### src/rtl/ahb_lite_arbiter.sv
// Two-master to one-slave AHB-Lite arbiter. Each master gets a one-deep
// pending register; grants alternate on ties and the owner register tracks
// whose transfer currently occupies the slave data phase.
module ahb_lite_arbiter #(
  parameter int unsigned ADDR_W = 64,
  parameter int unsigned DATA_W = 64
) (
  input  logic              clock,
  input  logic              reset,
  // imem master
  input  logic [1:0]        io_imem_htrans,
  input  logic [ADDR_W-1:0] io_imem_haddr,
  input  logic              io_imem_hwrite,
  input  logic [2:0]        io_imem_hsize,
  input  logic [3:0]        io_imem_hprot,
  input  logic [2:0]        io_imem_hburst,
  input  logic              io_imem_hmastlock,
  input  logic [DATA_W-1:0] io_imem_hwdata,
  output logic [DATA_W-1:0] io_imem_hrdata,
  output logic              io_imem_hready,
  output logic              io_imem_hresp,
  // dmem master
  input  logic [1:0]        io_dmem_htrans,
  input  logic [ADDR_W-1:0] io_dmem_haddr,
  input  logic              io_dmem_hwrite,
  input  logic [2:0]        io_dmem_hsize,
  input  logic [3:0]        io_dmem_hprot,
  input  logic [2:0]        io_dmem_hburst,
  input  logic              io_dmem_hmastlock,
  input  logic [DATA_W-1:0] io_dmem_hwdata,
  output logic [DATA_W-1:0] io_dmem_hrdata,
  output logic              io_dmem_hready,
  output logic              io_dmem_hresp,
  // slave
  output logic [1:0]        io_mem_htrans,
  output logic [ADDR_W-1:0] io_mem_haddr,
  output logic              io_mem_hwrite,
  output logic [2:0]        io_mem_hsize,
  output logic [3:0]        io_mem_hprot,
  output logic [2:0]        io_mem_hburst,
  output logic              io_mem_hmastlock,
  output logic [DATA_W-1:0] io_mem_hwdata,
  input  logic [DATA_W-1:0] io_mem_hrdata,
  input  logic              io_mem_hready,
  input  logic              io_mem_hresp
);

  localparam logic [1:0] HTRANS_IDLE   = 2'b00;
  localparam logic [1:0] HTRANS_NONSEQ = 2'b10;

  typedef enum logic [1:0] {OWN_NONE, OWN_IMEM, OWN_DMEM} owner_e;
  typedef enum logic {LG_IMEM, LG_DMEM} last_e;

  owner_e owner_q, owner_d, owner_cur, grant;
  last_e  last_q, last_d;

  logic pend_imem_q, pend_imem_d, pend_dmem_q, pend_dmem_d;
  logic pend_imem, pend_dmem;
  logic cap_imem, cap_dmem;

  logic [ADDR_W-1:0] paddr_imem_q, paddr_dmem_q;
  logic              pwrite_imem_q, pwrite_dmem_q;
  logic [2:0]        psize_imem_q, psize_dmem_q;
  logic [3:0]        pprot_imem_q, pprot_dmem_q;

  logic unused_inputs;
  assign unused_inputs = ^{io_imem_htrans[0], io_imem_hburst, io_imem_hmastlock,
                           io_dmem_htrans[0], io_dmem_hburst, io_dmem_hmastlock};

  // Reset masks the state so every output is idle during the reset cycle itself,
  // not only after the edge that clears the registers.
  always_comb begin
    owner_cur = reset ? OWN_NONE : owner_q;
    pend_imem = pend_imem_q & ~reset;
    pend_dmem = pend_dmem_q & ~reset;
  end

  // Grant selection: single requester wins, ties go to the master not served last.
  always_comb begin
    grant = OWN_NONE;
    if (io_mem_hready) begin
      if (pend_imem && pend_dmem) begin
        grant = (last_q == LG_DMEM) ? OWN_IMEM : OWN_DMEM;
      end else if (pend_imem) begin
        grant = OWN_IMEM;
      end else if (pend_dmem) begin
        grant = OWN_DMEM;
      end
    end
  end

  // Owner, last-grant and pending flags register.
  always_ff @(posedge clock) begin
    if (reset) begin
      owner_q     <= OWN_NONE;
      last_q      <= LG_DMEM;
      pend_imem_q <= 1'b0;
      pend_dmem_q <= 1'b0;
    end else begin
      owner_q     <= owner_d;
      last_q      <= last_d;
      pend_imem_q <= pend_imem_d;
      pend_dmem_q <= pend_dmem_d;
    end
  end

  // Next state: grant moves a pending request into the data phase; a master
  // whose address phase completes is captured even while the slave stalls.
  always_comb begin
    owner_d     = owner_q;
    last_d      = last_q;
    pend_imem_d = pend_imem_q;
    pend_dmem_d = pend_dmem_q;
    cap_imem    = io_imem_hready & io_imem_htrans[1];
    cap_dmem    = io_dmem_hready & io_dmem_htrans[1];
    if (io_mem_hready) begin
      owner_d = grant;
      if (grant == OWN_IMEM) begin
        pend_imem_d = 1'b0;
        last_d      = LG_IMEM;
      end else if (grant == OWN_DMEM) begin
        pend_dmem_d = 1'b0;
        last_d      = LG_DMEM;
      end
    end
    if (cap_imem) pend_imem_d = 1'b1;
    if (cap_dmem) pend_dmem_d = 1'b1;
  end

  // Pending address-phase controls, loaded whenever a master's request is accepted.
  always_ff @(posedge clock) begin
    if (cap_imem) begin
      paddr_imem_q  <= io_imem_haddr;
      pwrite_imem_q <= io_imem_hwrite;
      psize_imem_q  <= io_imem_hsize;
      pprot_imem_q  <= io_imem_hprot;
    end
    if (cap_dmem) begin
      paddr_dmem_q  <= io_dmem_haddr;
      pwrite_dmem_q <= io_dmem_hwrite;
      psize_dmem_q  <= io_dmem_hsize;
      pprot_dmem_q  <= io_dmem_hprot;
    end
  end

  // Outputs: slave address phase from the grant, master responses from the owner.
  always_comb begin
    io_mem_htrans    = HTRANS_IDLE;
    io_mem_haddr     = '0;
    io_mem_hwrite    = 1'b0;
    io_mem_hsize     = '0;
    io_mem_hprot     = '0;
    io_mem_hburst    = '0;
    io_mem_hmastlock = 1'b0;
    case (grant)
      OWN_IMEM: begin
        io_mem_htrans = HTRANS_NONSEQ;
        io_mem_haddr  = paddr_imem_q;
        io_mem_hwrite = pwrite_imem_q;
        io_mem_hsize  = psize_imem_q;
        io_mem_hprot  = pprot_imem_q;
      end
      OWN_DMEM: begin
        io_mem_htrans = HTRANS_NONSEQ;
        io_mem_haddr  = paddr_dmem_q;
        io_mem_hwrite = pwrite_dmem_q;
        io_mem_hsize  = psize_dmem_q;
        io_mem_hprot  = pprot_dmem_q;
      end
      default: ;
    endcase

    io_imem_hready = (owner_cur == OWN_IMEM) ? io_mem_hready : ~pend_imem;
    io_dmem_hready = (owner_cur == OWN_DMEM) ? io_mem_hready : ~pend_dmem;
    io_imem_hrdata = (owner_cur == OWN_IMEM) ? io_mem_hrdata : '0;
    io_dmem_hrdata = (owner_cur == OWN_DMEM) ? io_mem_hrdata : '0;
    io_imem_hresp  = (owner_cur == OWN_IMEM) & io_mem_hresp;
    io_dmem_hresp  = (owner_cur == OWN_DMEM) & io_mem_hresp;

    case (owner_cur)
      OWN_IMEM: io_mem_hwdata = io_imem_hwdata;
      OWN_DMEM: io_mem_hwdata = io_dmem_hwdata;
      default:  io_mem_hwdata = '0;
    endcase
  end

endmodule

### config.mk
export PLATFORM = sky130hd
export DESIGN_NAME = ahb_lite_arbiter
export DESIGN_NICKNAME = d
export VERILOG_FILES = /design/src/rtl/ahb_lite_arbiter.sv
export SDC_FILE = /design/constraint.sdc
export NUM_CORES = 1
export LEC_CHECK = 0
export CORE_AREA = 10 10 234 236
export CTS_CLUSTER_DIAMETER = 80
export DETAILED_ROUTE_END_ITERATION = 8
export DIE_AREA = 0 0 244 246
export GPL_ROUTABILITY_DRIVEN = 0
export GPL_TIMING_DRIVEN = 0
export PLACE_DENSITY = 0.51
export SYNTH_ARGS = -nofsm -noshare
export SYNTH_HDL_FRONTEND = slang
export SYNTH_SLANG_ARGS = --single-unit
### constraint.sdc
create_clock -name clock -period 4.15 [get_ports clock]
set_input_delay 0.83 -clock clock [delete_from_list [all_inputs] [get_ports clock]]
set_output_delay 0.83 -clock clock [all_outputs]
set_load 0.01 [all_outputs]
Yosys cells after proc, flatten, opt, wreduce, memory -nomap -nowiden
Cells that the tools add are included.

Bitwise logic cells: 9. Reduce and logical (&&, ||, !) cells: 10. Mux-type cells: 25. Eq/ne operators: 5.

Operators by type and width (count): $pmux W64 S2 (2); $mux W64 (2); $mux W2 (7); $mux W1 (11); $reduce_bool A2 Y1 (5); $pmux W4 S2 (1); $and A1 B1 Y1 (6); $pmux W3 S2 (1); $eq A2 B1 Y1 const B (2); $eq A2 B2 Y1 const B (2); $reduce_and A2 Y1 (2); $not A1 Y1 (3); $reduce_and A3 Y1 (1); $ne A2 B2 Y1 const B (1); $pmux W1 S2 (1); $reduce_or A2 Y1 (1); $logic_and A1 B1 Y1 (1).

Logic and storage cells: 61. Flip-flop bits (word level): 149. Input port bits: 352. Output and inout port bits: 274.

Logic depth before layout (Yosys ltp)
Depth in word-level cells: 11. Mapped depth: 8. Depth with buffers taken out: 7.

Worst setup path after synthesis
Ideal clock, no wire load.

Path kind: input port to flip-flop. Start: input port reset. End: register paddr_dmem_q[0], enable pin. Stages: 6. Setup time: 0.438 ns. Data required time: 3.712 ns. Buffers on the path: 0. Setup slack: 0.449 ns. Data arrival time: 3.263 ns. Cells stage by stage: nand2b_1 > inv_1 > ha_1 > nand2b_1 > o21a_1 > and2_1.

Cells in the longest elaborated chain, start to end: 5. Elaborated cells on any way between the ends: 7. Classes of those cells: 1 x eq/ne; 2 x mux; 4 x bitwise.

Ends and longest elaborated chain: from (decl) (RTL line 9) `input logic reset,`; parallel branches: the longest is 3 deep, another holds $mux W2; $mux W1 * (RTL line 174) `io_dmem_hready = (owner_cur == OWN_DMEM) ? io_mem_hready : ~pend_dmem;`; net io_dmem_hready (RTL line 32) `output logic io_dmem_hready,`; $and A1 B1 Y1 * (RTL line 115) `cap_dmem = io_dmem_hready & io_dmem_htrans[1];`; net cap_dmem (RTL line 59) `logic cap_imem, cap_dmem;`; to (signal assigned) (RTL line 139) `paddr_dmem_q <= io_dmem_haddr;`; to (decl) (RTL line 61) `logic [ADDR_W-1:0] paddr_imem_q, paddr_dmem_q;`.

Mark *: on every way through the listed nets, which the timed path passes. A chain may end at the register's enable or synchronous reset.

Worst setup path in the final report
Start: input port reset. End: output port io_mem_hwdata[16].

Cells in the longest elaborated chain, start to end: 3. Elaborated cells on any way between the ends: 4. Classes of those cells: 2 x eq/ne; 2 x mux.

Ends and longest elaborated chain: $mux W2 * (RTL line 73) `owner_cur = reset ? OWN_NONE : owner_q;`; $eq A2 B2 Y1 or $eq A2 B1 Y1 (tied branches) (RTL line 180) `case (owner_cur)`; $pmux W64 S2 * (RTL line 180); to (decl) (RTL line 42) `output logic [DATA_W-1:0] io_mem_hwdata,`.

Mark *: on every way between the ends. The rest lies on a longest branch, timed or not.

==> impl_metrics.py <==
metrics = {
    "yosys": {
        "syn_inst": 652,
        "synthArstFlopShare_pct": 0,
        "syn_area_per_cell_sq_um": 11.26,
        "yosys-top-cells-area": "edfxtp_1, a22oi_1, and2_1, nor2_1, buf_4",
        "synth_edf_count": 144,
        "synth_common_cells": "edfxtp_1, nor2_1, a22oi_1",
        "yosysTopAreaCell": "edfxtp_1",
        "synth_warnings": 0,
        "ys_seq_area_share_pct": 60.24,
        "netlist.area_leader.share_pct": 58.88,
        "yosysMostFrequentCell": "edfxtp_1",
        "yosysUniqueCellTypes": 24,
        "ys_seq_elements": 149,
        "synth_ff_type": "edfxtp_1",
        "syn_area_sq_um": 7345,
    },
    "floorplan": {
        "pin_count": 626,
        "core_area_sq_um": 49860,
        "dieArea_sq_um": 60020,
        "die_w_microns": 244,
        "initial_core_util_pct": 14.73,
        "die_y_microns": 246,
        "rows": 82,
    },
    "drt": {
        "wl_per_cell_microns": 25.02,
        "final_antenna_net_count": 0,
        "first_pass_iters": 7,
        "drc_errors": 0,
        "vias": 7774,
        "dr.first_iter.drc_count": 332,
        "routed_wl_microns": 49540,
        "vias_per_cell": 3.926,
    },
    "cells_and_area": {
        "finalNetCount": 1643,
        "drive_gt1_share_pct": 8.462,
        "final-instance-count-excl-fill": 1980,
        "syn_to_final_growth_pct": 105.4,
        "nFillCells": 5244,
        "utilization_pct": 30.25,
        "seq_area_sq_um": 4424,
        "multi_input_area_sq_um": 2658,
    },
    "critical_path": {
        "cpMostUsedCell": "buf_4",
        "r2r-start": "owner_q[0]$_SDFFE_PP0P_",
        "cp-startpoint": "reset",
        "cp-end-kind": "output port",
        "critical_path.cell_chain": "dlygate4sd2_1 -> nand2b_1 -> inv_1 -> ha_2 -> buf_4 -> buf_4 -> a22oi_1 -> nor2_1 -> clkdlybuf4s50_1",
        "crit_arrival_ns": 3.15,
        "critPathMaxFanout": 10,
        "critPathBufInv": 5,
        "crit_path_top_delay_cell": "clkdlybuf4s50_1",
        "worstSetupPathType": "primary input to output port",
        "required_ns": 3.32,
        "critPathLaunchType": "primary input",
        "cp_top_family": "buffers and inverters",
        "critPathMaxStageDelay_ns": 0.53,
    },
    "power_and_ir_drop": {
        "p_leak_nw": 5.031,
        "ir_drop_mv": 0.2708,
        "p_per_area_nw_per_um2": 266.8,
    },
    "clock_network": {
        "post_cts_buffers": 0,
        "htree_levels": 4,
        "cts_hold_buf": 0,
        "clock_path_buffers": 2,
        "cts.sinks": 149,
        "root_buffer": "clkbuf_16",
        "cts_made_buffers": 17,
        "clk_latency_ns": 0.44,
        "cts_tree": "built",
        "clk_pin_slew_ns": 0.06,
    },
    "timing": {
        "fin_skew_ns": 0.01446,
        "period_minus_slack_ns": 3.976,
        "fin_tns_setup_ns": 0,
        "fmax_ghz": 0.2515,
        "fin_crit_sh_pct": 95.80,
        "drv_slew": 0,
        "tightest_slew_ns": 0.5361,
        "final-hold-violation-count": 0,
        "setup_violations": 0,
        "rsz0062_at_grt": "no",
        "maxSlewHeadroom_pct": 64.26,
    },
    "global_route": {
        "antenna_found_initial": 22,
        "grt-ovfl-total": 0,
        "grt_pass1_vias": 8156,
        "track_usage_pct": 15.54,
        "grt_pass1_wl_microns": 65940,
        "grt_max_degree": 58,
    },
    "placed_design": {
        "dp_hpwl_microns": 42350,
        "dp.cells": 1940,
        "io_buffers": 610,
    },
    "run": {
        "drv_cap": 0,
    },
    "min_path": {
        "hp-class": "flip-flop to flip-flop",
        "holdCritStartpoint": "last_q$_SDFFE_PP1P_",
    },
    "status": {
        "status": "complete, no violations",
    },
}
## layout make-up
type | count | share of cell area, %
Antenna cell | 8 | 0.1327
Inverter | 5 | 0.1244
Buffer | 64 | 2.588
Timing Repair Buffer | 612 | 40.79
Clock inverter | 14 | 0.9954
Sequential cell | 149 | 29.33
Multi-Input combinational cell | 438 | 17.62
Clock buffer | 18 | 2.845
Tap cell | 672 | 5.574
## sequential cells by signal, summed over array words and instances, names as in the netlist
signal and count:
pprot_imem_q 4, owner_q 2, pend_dmem_q 1, pwrite_imem_q 1, paddr_imem_q 64, pprot_dmem_q 4
psize_imem_q 3, last_q 1, paddr_dmem_q 64, pend_imem_q 1, pwrite_dmem_q 1, psize_dmem_q 3
## layout by cell type, fill, tap and decap left out, types with 5 or more instances in the layout
master	count
clkdlybuf4s50_1	604
edfxtp_1	144
nor2_1	137
and2_1	130
a22oi_1	121
buf_4	20
clkbuf_2	19
clkbuf_16	17
a22oi_2	15
buf_2	12
diode_2	8
clkbuf_4	8
nand2b_1	7
clkbuf_1	6
inv_1	5
conb_1	5
dfxtp_1	5
## cell families after synthesis
kind of cell	Yosys count	synth area share [%]
buffers and inverters	69	4.941
and+or+nand+nor	284	19.37
AOI/OAI and AO/OA	145	14.72
DFF	149	60.24
adders and majority gates	4	0.6815
other	1	0.05106
## power by group
group	internal, W	switching [W]
Combinational	0.000406	0.000278
Clock	0.000890	0.000658
Sequential	0.00176	0.0000283
Total	0.00306	0.000964
## through the flow
step	setup slack, ns	hold WS, ns	cell area, sq um	power (W)
floorplan	0.4488	0.4497	7360	0.001991
global placement	-1.673	0.4611	14310	0.002502
detailed placement	-0.6040	0.4871	14370	0.002510
CTS	0.01777	0.5022	15040	0.004092
global route	0.01098	0.5235	15080	0.004187
finish	0.1743	0.4997	15080	0.004024
## per-layer routing
metal | share of wire [%] | wire length, microns | global-route usage (%) | up-vias
li1 | - | - | - | 3625
met1 | 35 | 17440 | 15.43 | 3665
met2 | 53 | 26230 | 28.51 | 418
met3 | 9.2 | 4544 | 6.373 | 60
met4 | 2.6 | 1282 | 5.881 | 6
met5 | 0.081 | 40 | 0 | -
## final timing paths
| kind | end | slack (ns) | depth (start not counted) |
|---|---|---|---|
| setup reg to reg | psize_dmem_q[2]$_DFFE_PP_ | 1.94 | 7 |
| hold reg to reg | last_q$_SDFFE_PP1P_ | 0.50 | 1 |
| hold / removal | last_q$_SDFFE_PP1P_ | 0.50 | 1 |
| setup / recovery | io_mem_hwdata[16] | 0.17 | 9 |
## repair_timing
action                                  CTS  global route
gates resized for setup                  33            15
pin swaps                                 1             1
endpoints found under the setup margin  143            55
(Power assumes the default switching activity.)
